<file path="src/rtl/keypad_pkg.sv">
// Shared keypad definitions: key codes, sizes, entry state and the
// x10 accumulate helper used by the digit path.
package keypad_pkg;
    localparam int         PW_WIDTH   = 14;
    localparam int         MAX_DIGITS = 4;
    localparam int         CNT_W      = 3;
    localparam logic [3:0] KEY_CLEAR  = 4'hA;
    localparam logic [3:0] KEY_ENTER  = 4'hB;

    typedef enum logic {IDLE = 1'b0, ENTRY = 1'b1} state_t;

    // acc*10 + d as shifts and adds; acc <= 999 on entry so 14 bits suffice
    function automatic logic [PW_WIDTH-1:0] acc_push(input logic [PW_WIDTH-1:0] acc,
                                                     input logic [3:0] d);
        return (acc << 3) + (acc << 1) + {{(PW_WIDTH-4){1'b0}}, d};
    endfunction
endpackage

</file>
<file path="src/rtl/keypad_entry_if.sv">
// Keypad-side inputs and door-controller-side results of keypad_entry.
// master: keypad scanner / consumer side; slave: keypad_entry itself.
interface keypad_entry_if;
    import keypad_pkg::*;
    logic                key_press;
    logic [3:0]          key_code;
    logic [PW_WIDTH-1:0] password_out;
    logic                entry_valid;
    logic                entry_error;
    logic [CNT_W-1:0]    digit_count;
    logic                timeout_pulse;

    modport master (output key_press, key_code,
                    input  password_out, entry_valid, entry_error, digit_count, timeout_pulse);
    modport slave  (input  key_press, key_code,
                    output password_out, entry_valid, entry_error, digit_count, timeout_pulse);
endinterface

</file>
<file path="src/rtl/key_debouncer.sv">
// 2-flop synchronizer followed by a stability counter. The debounced level
// only flips after DEBOUNCE_CYCLES consecutive samples disagree with it;
// press is high during the cycle in which a 0->1 flip is decided.
module key_debouncer #(
    parameter int DEBOUNCE_CYCLES = 4
) (
    input  logic clk,
    input  logic reset,
    input  logic raw,
    output logic level,
    output logic press
);
    localparam int CW = $clog2(DEBOUNCE_CYCLES + 1);

    logic          s1, s2;
    logic [CW-1:0] cnt;
    logic          flip;

    assign flip  = (s2 != level) && (cnt == CW'(DEBOUNCE_CYCLES - 1));
    assign press = flip & s2;

    // metastability synchronizer
    always_ff @(posedge clk or negedge reset) begin
        if (!reset) begin
            s1 <= 1'b0;
            s2 <= 1'b0;
        end else begin
            s1 <= raw;
            s2 <= s1;
        end
    end

    // count consecutive disagreeing samples; any agreeing sample restarts
    always_ff @(posedge clk or negedge reset) begin
        if (!reset) begin
            cnt   <= '0;
            level <= 1'b0;
        end else if (s2 == level) begin
            cnt   <= '0;
        end else if (flip) begin
            cnt   <= '0;
            level <= s2;
        end else begin
            cnt   <= cnt + 1'b1;
        end
    end
endmodule

</file>
<file path="src/rtl/keypad_entry.sv">
// Keypad front end: debounced key events build a 4-digit decimal value,
// ENTER commits it to password_out. Optional inactivity timeout is
// compiled in with KEYPAD_TIMEOUT_EN; without it timeout_pulse stays 0.
module keypad_entry
    import keypad_pkg::*;
#(
    parameter int DEBOUNCE_CYCLES = 4,
    parameter int TIMEOUT_CYCLES  = 1000
) (
    input  logic           clk,
    input  logic           reset,
    keypad_entry_if.slave  kp
);
    state_t              state, state_nxt;
    logic [PW_WIDTH-1:0] acc, acc_nxt, pw, pw_nxt;
    logic [CNT_W-1:0]    cnt, cnt_nxt;
    logic                valid_q, valid_nxt, err_q, err_nxt, tmo_q, tmo_nxt;
    logic                deb_level, deb_press, key_evt, tmo_hit;
    logic                is_digit, is_clear, is_enter;

    key_debouncer #(.DEBOUNCE_CYCLES(DEBOUNCE_CYCLES)) u_deb (
        .clk   (clk),
        .reset (reset),
        .raw   (kp.key_press),
        .level (deb_level),
        .press (deb_press)
    );

    // an event is only a release->press transition of the debounced level
    assign key_evt  = deb_press & ~deb_level;
    assign is_digit = (kp.key_code <= 4'd9);
    assign is_clear = (kp.key_code == KEY_CLEAR);
    assign is_enter = (kp.key_code == KEY_ENTER);

`ifdef KEYPAD_TIMEOUT_EN
    localparam int TW = $clog2(TIMEOUT_CYCLES);
    logic [TW-1:0] tcnt;

    // a key event in the expiry cycle takes priority over the timeout
    assign tmo_hit = (state == ENTRY) && !key_evt && (tcnt == TW'(TIMEOUT_CYCLES - 1));

    // idle counter: runs only in ENTRY, restarts on any key event
    always_ff @(posedge clk or negedge reset) begin
        if (!reset)
            tcnt <= '0;
        else if (key_evt || state == IDLE || tmo_hit)
            tcnt <= '0;
        else
            tcnt <= tcnt + 1'b1;
    end
`else
    assign tmo_hit = 1'b0;
`endif

    // state, accumulator and registered outputs
    always_ff @(posedge clk or negedge reset) begin
        if (!reset) begin
            state   <= IDLE;
            acc     <= '0;
            cnt     <= '0;
            pw      <= '0;
            valid_q <= 1'b0;
            err_q   <= 1'b0;
            tmo_q   <= 1'b0;
        end else begin
            state   <= state_nxt;
            acc     <= acc_nxt;
            cnt     <= cnt_nxt;
            pw      <= pw_nxt;
            valid_q <= valid_nxt;
            err_q   <= err_nxt;
            tmo_q   <= tmo_nxt;
        end
    end

    // next state and accumulator update from the decoded key event
    always_comb begin
        state_nxt = state;
        acc_nxt   = acc;
        cnt_nxt   = cnt;
        if (key_evt) begin
            if (is_digit && cnt < CNT_W'(MAX_DIGITS)) begin
                acc_nxt   = acc_push(acc, kp.key_code);
                cnt_nxt   = cnt + 1'b1;
                state_nxt = ENTRY;
            end else if (is_clear || (is_enter && state == ENTRY)) begin
                acc_nxt   = '0;
                cnt_nxt   = '0;
                state_nxt = IDLE;
            end
        end else if (tmo_hit) begin
            acc_nxt   = '0;
            cnt_nxt   = '0;
            state_nxt = IDLE;
        end
    end

    // commit / error / timeout pulses and the committed password
    always_comb begin
        valid_nxt = key_evt && is_enter && (state == ENTRY);
        err_nxt   = key_evt && is_enter && (state == IDLE);
        tmo_nxt   = tmo_hit;
        pw_nxt    = valid_nxt ? acc : pw;
    end

    assign kp.password_out  = pw;
    assign kp.entry_valid   = valid_q;
    assign kp.entry_error   = err_q;
    assign kp.digit_count   = cnt;
    assign kp.timeout_pulse = tmo_q;
endmodule

</file>
<file path="src/flat_wrapper.sv">
// flat-port wrapper written by rule: the top's interface ports become plain ports
module keypad_entry_flat import keypad_pkg::*;
#(
    parameter int DEBOUNCE_CYCLES = 4,
    parameter int TIMEOUT_CYCLES  = 1000
)
  (clk, reset, kp_key_press, kp_key_code, kp_password_out, kp_entry_valid, kp_entry_error, kp_digit_count, kp_timeout_pulse);
  keypad_entry_if kp_i ();
  input  logic clk;
  input  logic reset;
  input wire logic [$bits(kp_i.key_press)-1:0] kp_key_press;
  input wire logic [$bits(kp_i.key_code)-1:0] kp_key_code;
  output wire logic [$bits(kp_i.password_out)-1:0] kp_password_out;
  output wire logic [$bits(kp_i.entry_valid)-1:0] kp_entry_valid;
  output wire logic [$bits(kp_i.entry_error)-1:0] kp_entry_error;
  output wire logic [$bits(kp_i.digit_count)-1:0] kp_digit_count;
  output wire logic [$bits(kp_i.timeout_pulse)-1:0] kp_timeout_pulse;
  assign kp_i.key_press = kp_key_press;
  assign kp_i.key_code = kp_key_code;
  assign kp_password_out = kp_i.password_out;
  assign kp_entry_valid = kp_i.entry_valid;
  assign kp_entry_error = kp_i.entry_error;
  assign kp_digit_count = kp_i.digit_count;
  assign kp_timeout_pulse = kp_i.timeout_pulse;
  keypad_entry #(.DEBOUNCE_CYCLES(DEBOUNCE_CYCLES), .TIMEOUT_CYCLES(TIMEOUT_CYCLES)) u_core (.clk(clk), .reset(reset), .kp(kp_i));
endmodule
</file>
<file path="config.mk">
export PLATFORM = sky130hd
export DESIGN_NAME = keypad_entry_flat
export DESIGN_NICKNAME = d
export VERILOG_FILES = /design/src/rtl/keypad_pkg.sv /design/src/rtl/keypad_entry_if.sv /design/src/rtl/key_debouncer.sv /design/src/rtl/keypad_entry.sv /design/src/flat_wrapper.sv
export SDC_FILE = /design/constraint.sdc
export NUM_CORES = 1
export LEC_CHECK = 0
export ABC_AREA = 1
export CORE_AREA = 2 2 81 83
export DETAILED_ROUTE_END_ITERATION = 12
export DIE_AREA = 0 0 83 85
export DONT_BUFFER_PORTS = 1
export MAX_ROUTING_LAYER = met4
export PLACE_DENSITY = 0.5
export SLEW_MARGIN = 20
export SYNTH_ARGS = -nofsm -noshare
export SYNTH_HDL_FRONTEND = slang
export SYNTH_SLANG_ARGS = --single-unit
</file>
<file path="constraint.sdc">
create_clock -name clk -period 3.5 [get_ports clk]
set_input_delay 0.875 -clock clk [delete_from_list [all_inputs] [get_ports clk]]
set_output_delay 0.875 -clock clk [all_outputs]
set_load 0.01 [all_outputs]
</file>
==> results of run 1 <==
logic make-up after synthesis:
kind of cell,share of synthesized area (%)
and+or+nand+nor,25.6
buffers and inverters,8.88
DFF,41.5
AOI/OAI and AO/OA,8.20
adders and majority gates,14.1
xor gates and xnor gates,1.45
other,0.156
final cells by class:
type                    count  share of cell area (%)
clock inverters             3                   0.734
inverters                  47                    6.90
well taps                  77                    3.77
multi-input cells         204                    46.7
clock buffers               5                    2.69
flip-flops and latches     40                    39.2
layout by cell type, fill, tap and decap left out:
| master | n |
|---|---|
| sky130_fd_sc_hd__conb_1 | 1 |
| sky130_fd_sc_hd__clkbuf_8 | 5 |
| sky130_fd_sc_hd__nor2_4 | 2 |
| sky130_fd_sc_hd__xnor2_1 | 3 |
| sky130_fd_sc_hd__a21oi_1 | 4 |
| sky130_fd_sc_hd__xor2_1 | 1 |
| sky130_fd_sc_hd__nand2_1 | 96 |
| sky130_fd_sc_hd__nand2_2 | 5 |
| sky130_fd_sc_hd__or2_1 | 1 |
| sky130_fd_sc_hd__o21ai_0 | 6 |
| sky130_fd_sc_hd__nor2_2 | 1 |
| sky130_fd_sc_hd__fa_1 | 2 |
| sky130_fd_sc_hd__clkinv_2 | 2 |
| sky130_fd_sc_hd__nand3_4 | 1 |
| sky130_fd_sc_hd__a22o_1 | 1 |
| sky130_fd_sc_hd__o21ai_1 | 4 |
| sky130_fd_sc_hd__o21ai_2 | 10 |
| sky130_fd_sc_hd__nand3_1 | 17 |
| sky130_fd_sc_hd__dfrtp_1 | 40 |
| sky130_fd_sc_hd__inv_2 | 4 |
| sky130_fd_sc_hd__inv_1 | 43 |
| sky130_fd_sc_hd__nand4_1 | 3 |
| sky130_fd_sc_hd__nor2_1 | 14 |
| sky130_fd_sc_hd__o22ai_1 | 5 |
| sky130_fd_sc_hd__clkinv_4 | 1 |
| sky130_fd_sc_hd__ha_1 | 24 |
| sky130_fd_sc_hd__nor3b_1 | 1 |
| sky130_fd_sc_hd__nor3_1 | 2 |
per-stage QoR:
step	worst slack, ns	utilization (%)	total power, uW	std cells
finish	1.16	41.2	2150	376
global route	1.07	41.2	2400	376
CTS	1.16	41.2	2180	376
detailed placement	0.846	39.8	1860	368
global placement	0.873	39.8	1860	368
floorplan	0.980	-	1610	295
registers in the layout, indices dropped and copies added (netlist names):
signal,count
u_core.u_deb.s2,1
u_core.acc,14
u_core.state,1
u_core.kp.password_out,14
u_core.u_deb.s1,1
u_core.kp.entry_valid,1
u_core.u_deb.level,1
u_core.u_deb.cnt,3
u_core.kp.entry_error,1
u_core.kp.digit_count,3
power by group:
part / internal [uW] / leakage (uW) / switching (uW)
clock network: 139 / 0.0000479 / 173
registers: 550 / 0.000506 / 88.3
logic: 458 / 0.000831 / 744
worst paths after layout:
check                                start                         end  slack [ns]
max                         kp_key_code[3]              u_core.acc[10]        1.16
min                                  reset   u_core.kp.password_out[3]        0.26
max reg2reg                  u_core.acc[2]              u_core.acc[10]        1.28
min reg2reg                u_core.u_deb.s1             u_core.u_deb.s2        0.38
max in group asynchronous            reset  u_core.kp.password_out[10]        3.15
min in group clk           u_core.u_deb.s1             u_core.u_deb.s2        0.38
metal layers:
metal / vias to the layer above / GRT usage, % / share of wire (%)
met5: - / - / 0
met4: 0 / 4.47 / 1.6
met3: 6 / 3.02 / 3.0
met2: 33 / 22.7 / 42
met1: 794 / 21.1 / 53
li1: 938 / - / -
critical path: cells and delay by family:
kind,cells,cell delay (ns)
compound gates,1,0.06
fa+ha+maj,2,1.00
buf+inv,2,0.12
simple gates,6,0.47
==> metrics list, run 1 <==
* Final nets: 331
- TritonCTS buffer count: 5
* DRC: 0
- Hold WS: 0.263 ns
* Antenna violation net count after detailed routing: 0
- Height of the die: 85 um
* Via count of the first global-routing pass: 1753
- RSZ-0062 raised after global routing: false
* Longest individual stage delay on the worst path: 0.52 ns
- For this run, the detailed router's first-pass iteration total came to 6.
- The most common cell in the synthesized netlist is sky130_fd_sc_hd__nand2_1.
- The worst setup path is launched from a primary input.
- The die is 83 um wide.
- The detailed router finished its first iteration with 66 violations.
* Type of the tightest min-delay check: in2async
* Critical path fanouts, max: 3
- Crit path time final: 2.34 ns
* Critical path's slowest cell: sky130_fd_sc_hd__fa_1
- Antenna violations before repair: 0
- Across the VDD grid, the largest voltage drop is 266 uV.
- After clock tree synthesis, the repair step resized 0 gates.
- The number of different library cells used by synthesis comes to 27.
* Outcome: finished clean
- The top cell type by area accounts for 41.5% of the synthesized area.
* Detailed-route vias per instance: 4.71
* Synthesized area per cell: 8.17 um2
- The number of cells on the worst reg-to-reg path is 11.
- The congestion estimate from routability-driven global placement came to 0.794.
- Postcts setup bufs: 0
* Critical Path Sink Type: flip-flop
* Combined global-route utilization of all metal layers: 15.2%
- GR Overflow Total: 0
- Floorplan die area: 0.00706 mm2
- For this configuration, the core starts out at a cell density of 38.8%.
- Across the run, the number of max-cap violations was 0.
- The clock arrives with 0.00787 ns of skew.
- Kind of critical path: in2reg
- Most frequent cells after synthesis: sky130_fd_sc_hd__nand2_1 (96), sky130_fd_sc_hd__inv_1 (43), sky130_fd_sc_hd__dfrtp_1 (40)
- P per Cell Area: 842 mW/mm2
- Layout cell share with drive strength beyond 1: 10.4%
- The synthesized design spends more area on one cell type than any other, namely sky130_fd_sc_hd__dfrtp_1.
* Cell repeated most along the worst path: sky130_fd_sc_hd__nand2_1
- After technology mapping, the gate count stands at 295.
- In the final layout, the multi-input gates occupy 0.00119 mm2.
- The tree built by TritonCTS fans out to 40 sinks.
- Summing over every cut layer, the via total after detailed routing is 1771.
* Estimated wirelength of the detail-placed design: 3750 um
- The signal on the critical path passes through inv_1, fa_1, fa_1, inv_1, nand3_1, nand3_1, nand2_1, nand2_1, nand2_1, nand2_1, o21ai_1.
- Average wire length per cell after detail routing: 12.9 um
- Input and output buffers added on the ports amount to 0.
* Largest net degree at the start of global routing: 41
* Required time reported for the critical path endpoint: 3.68 ns
- Finished layout cell area: 0.00256 mm2
* Synth Net Count: 328
- Leak pwr: 0.00138 uW
- At the later pin of the worst-skew pair, clock insertion delay measures 0.30 ns.
* CTS tree: built
- After filler insertion, the fill cell instance count of the layout stands at 639.
- Number of warnings printed during yosys synthesis: 0
* Asr flop ratio synth: 100%
* Max Buffers Root-to-Sink: 2
* Wire length after detailed routing: 4840 um
- Area of the core region: 0.00620 mm2
- Ant diodes: 0
* Post-synth top flop: sky130_fd_sc_hd__dfrtp_1
- Rows: 29
- The first global-routing pass estimated 8320 um of wire.
* Part of the Yosys area used for sequential elements: 41.5%
* Clock-pin slew reported for the worst setup and hold paths after clock tree synthesis: 0.09 ns
- Main area contributors after synthesis: sky130_fd_sc_hd__dfrtp_1 (42%), sky130_fd_sc_hd__nand2_1 (15%), sky130_fd_sc_hd__ha_1 (12%)
- In this run, synthesis produced a sequential element count of 40.
- Post-detailed-placement cell area: 0.00247 mm2
- Data arrives at the worst endpoint at 2.52 ns.
- The area growth from synthesis to layout is 6.07%.
- The synthesized design contains 0 enable-type register cells.
- Final Setup Violations: 0
- In this run, post-CTS hold repair placed 0 buffers.
* Register area: 0.00100 mm2
- Timing would allow up to 428 MHz.
- In this run the cell area of the synthesized design comes to 0.00241 mm2.
* Fraction of the cycle the final worst path needs: 66.7%
- The max-slew violation count came to 0.
- Maximum level of the CTS H-tree: 2
- Setup_tns: 0 ns
- For this design the top-level I/O count stands at 27.
* Final hold violation count: 0
* Clock Tree Root: sky130_fd_sc_hd__clkbuf_8
No activity file was read; power rests on OpenSTA's default activity.
==> inputs of run 2 (changes only) <==
==> constraint.sdc (replaced) <==
create_clock -name clk -period 2.3 [get_ports clk]
set_input_delay 0.575 -clock clk [delete_from_list [all_inputs] [get_ports clk]]
set_output_delay 0.575 -clock clk [all_outputs]
set_load 0.01 [all_outputs]
==> metrics list, run 2 (synthesis gave the netlist of run 1 again) <==
* Maximum level of the CTS H-tree: 2
- Fill cells in the final layout number 624.
- Post-detailed-placement cell area: 0.00248 mm2
- Type of the tightest min-delay check: in2async
* Detailed-route vias per instance: 4.67
- Leaving out fill and tap cells, the most frequent cells in the layout are sky130_fd_sc_hd__nand2_1 (96), sky130_fd_sc_hd__inv_1 (42), sky130_fd_sc_hd__dfrtp_1 (40), sky130_fd_sc_hd__ha_1 (24), sky130_fd_sc_hd__nand3_1 (15).
* Max Buffers Root-to-Sink: 2
- For this design the top-level I/O count stands at 27.
- Final slew viol count: 0
- In the finished design, the share of the clock period the worst path needs comes to 92.9%.
* Worst IR Drop VDD: 478 uV
* Area of the core region: 0.00620 mm2
- Wire length after detailed routing: 4870 um
- Rows: 29
- Clk sink count: 40
* Startpoint Class: flip-flop
- TritonCTS built the clock tree.
* End of the worst register-to-register path: u_core.acc[7]
- Input and output buffers added on the ports amount to 0.
* Length of the first detailed-routing pass in iterations: 4
- In this run the horizontal extent of the chip is 83 um.
- Final nets: 333
- Critical path fanouts, max: 4
* Commonest non-fill, non-tap cell in the layout: sky130_fd_sc_hd__nand2_1
- Ant diodes: 0
* Finished layout cell area: 0.00260 mm2
- For this run, design rule violations remaining after detail routing come to 0.
- Routability-driven placement finished with a final weighted congestion of 0.790.
- Arrival time worst endpoint: 2.34 ns
- Maxcap violations: 0
- The worst path needs 2.14 ns of the cycle, external delays included.
- Antenna violations before repair: 0
- The startpoint identified for the worst register-to-register timing path is u_core.acc[0].
* Required time reported for the critical path endpoint: 2.51 ns
* P per Cell Area: 1280 mW/mm2
* Final Setup Violations: 0
- The critical path is of the reg2reg type.
- Between clock sinks in the finished design, the worst skew comes to 0.00620 ns.
- Largest net degree at the start of global routing: 41
* Combined global-route utilization of all metal layers: 15.9%
* GR Overflow Total: 0
* Layout cell share with drive strength beyond 1: 12.3%
- The flow ran to the end, and the final reports show no timing, DRC or antenna violations.
- STA classifies the critical path endpoint as a flip-flop.
- The number of cells on the worst reg-to-reg path is 11.
- Clock tree synthesis inserted a total of 5 buffers.
- The final count of hold timing violations came to 0.
- The setup check on the worst reg-to-reg path leaves a slack of 0.16 ns.
* DRC violation total after the first TritonRoute iteration: 102
- For the worst-skew pair, the clock arrives at the later sink with an insertion delay of 0.29 ns.
- The detailed router placed 1766 vias in this run.
- The analysis attributes to cell leakage a power of 0.00141 uW.
- The count of nets left with antenna violations once routing finished came out at 0.
- The via count of the first global-routing pass came to 1833.
- Detailed placement ended at an HPWL of 3660 um.
* Max frequency: 468 MHz
* RSZ-0062 raised after global routing: false
- From synthesis to final layout, the design area changed by 7.74%.
* Setup_tns: 0 ns
- In the final routed layout, each cell accounts on average for 12.9 um.
- The die covers 0.00706 mm2.
* Clock-pin slew reported for the worst setup and hold paths after clock tree synthesis: 0.08 ns
- Global-route wire length before repair: 8710 um
- For this configuration, the core starts out at a cell density of 38.8%.
* Clock Tree Root: sky130_fd_sc_hd__clkbuf_8
- The floorplan step set the die height to 85 um.
[run 2: cell types whose count changed in the layout (fill, tap and decap cells not counted), sizes merged]
cell and change:
buf +2
[run 2: what timing repair did]
| action | CTS | global route |
|---|---|---|
| setup buffers | 0 | 0 |
| gates resized for setup | 0 | 4 |
| hold buffers | 1 | 0 |
| endpoints found under the hold margin | 40 | 0 |
| setup endpoints to repair | 0 | 4 |
[run 2: metrics by stage]
step / hold slack, ns / worst slack (ns) / total power [uW] / std cells / util, %
5_1_grt: 0.106 / 0.0118 / 3740 / 378 / 41.8
4_1_cts: 0.115 / 0.0569 / 3340 / 378 / 41.6
3_5_place_dp: 0.280 / -0.0601 / 2840 / 369 / 39.9
3_3_place_gp: 0.281 / -0.0567 / 2840 / 369 / 39.9
2_1_floorplan: 0.279 / 0.0804 / 2450 / 295 / -
6_report: 0.117 / 0.163 / 3330 / 378 / 41.8
[run 2: final cells by class]
type	instances	area, um2	area share [%]
Timing Repair Buffer	2	27.5	1.06
Sequential cell	40	1000	38.6
Clock buffer	5	68.8	2.65
Clock inverter	3	18.8	0.723
Tap cell	77	96.3	3.71
Multi-Input combinational cell	204	1210	46.5
Inverter	47	176	6.80
[run 2: per-layer routing]
metal / share of wire, % / vias to the layer above / global-route usage [%]
met4: 1.7 / 0 / 6.26
met2: 43 / 19 / 23.8
met5: 0 / - / -
met3: 2.0 / 6 / 3.21
li1: - / 941 / -
met1: 53 / 800 / 21.3
[run 2: power by group]
group / internal (uW) / switching, uW / leakage (uW) / total, uW
clock network: 212 / 263 / 0.0000479 / 475
logic: 722 / 1160 / 0.000851 / 1880
registers: 836 / 136 / 0.000506 / 972
total: 1770 / 1560 / 0.00141 / 3330
[run 2: worst max-delay path by stage]
stage	from	to	slack, ns	cells after the start
after floorplan	kp_key_code[3]	u_core.acc[10]	0.08	11
after global placement	kp_key_code[3]	u_core.acc[10]	-0.06	11
after detailed placement	kp_key_code[3]	u_core.acc[10]	-0.06	11
after CTS	u_core.acc[2]	u_core.acc[10]	0.06	11
after global routing	u_core.acc[0]	u_core.acc[7]	0.01	11
final	u_core.acc[0]	u_core.acc[7]	0.16	11
[run 2: worst max-delay path, cell delays in order, from the launching register on]
cell                      delay [ns]
sky130_fd_sc_hd__dfrtp_1        0.36
sky130_fd_sc_hd__inv_1          0.09
sky130_fd_sc_hd__fa_1           0.60
sky130_fd_sc_hd__inv_1          0.06
sky130_fd_sc_hd__ha_1           0.30
sky130_fd_sc_hd__nand3_1        0.09
sky130_fd_sc_hd__nand3_2        0.11
sky130_fd_sc_hd__nand2_1        0.08
sky130_fd_sc_hd__nand2_1        0.09
sky130_fd_sc_hd__nand2_1        0.08
sky130_fd_sc_hd__nand2_1        0.05
sky130_fd_sc_hd__o22ai_1        0.14
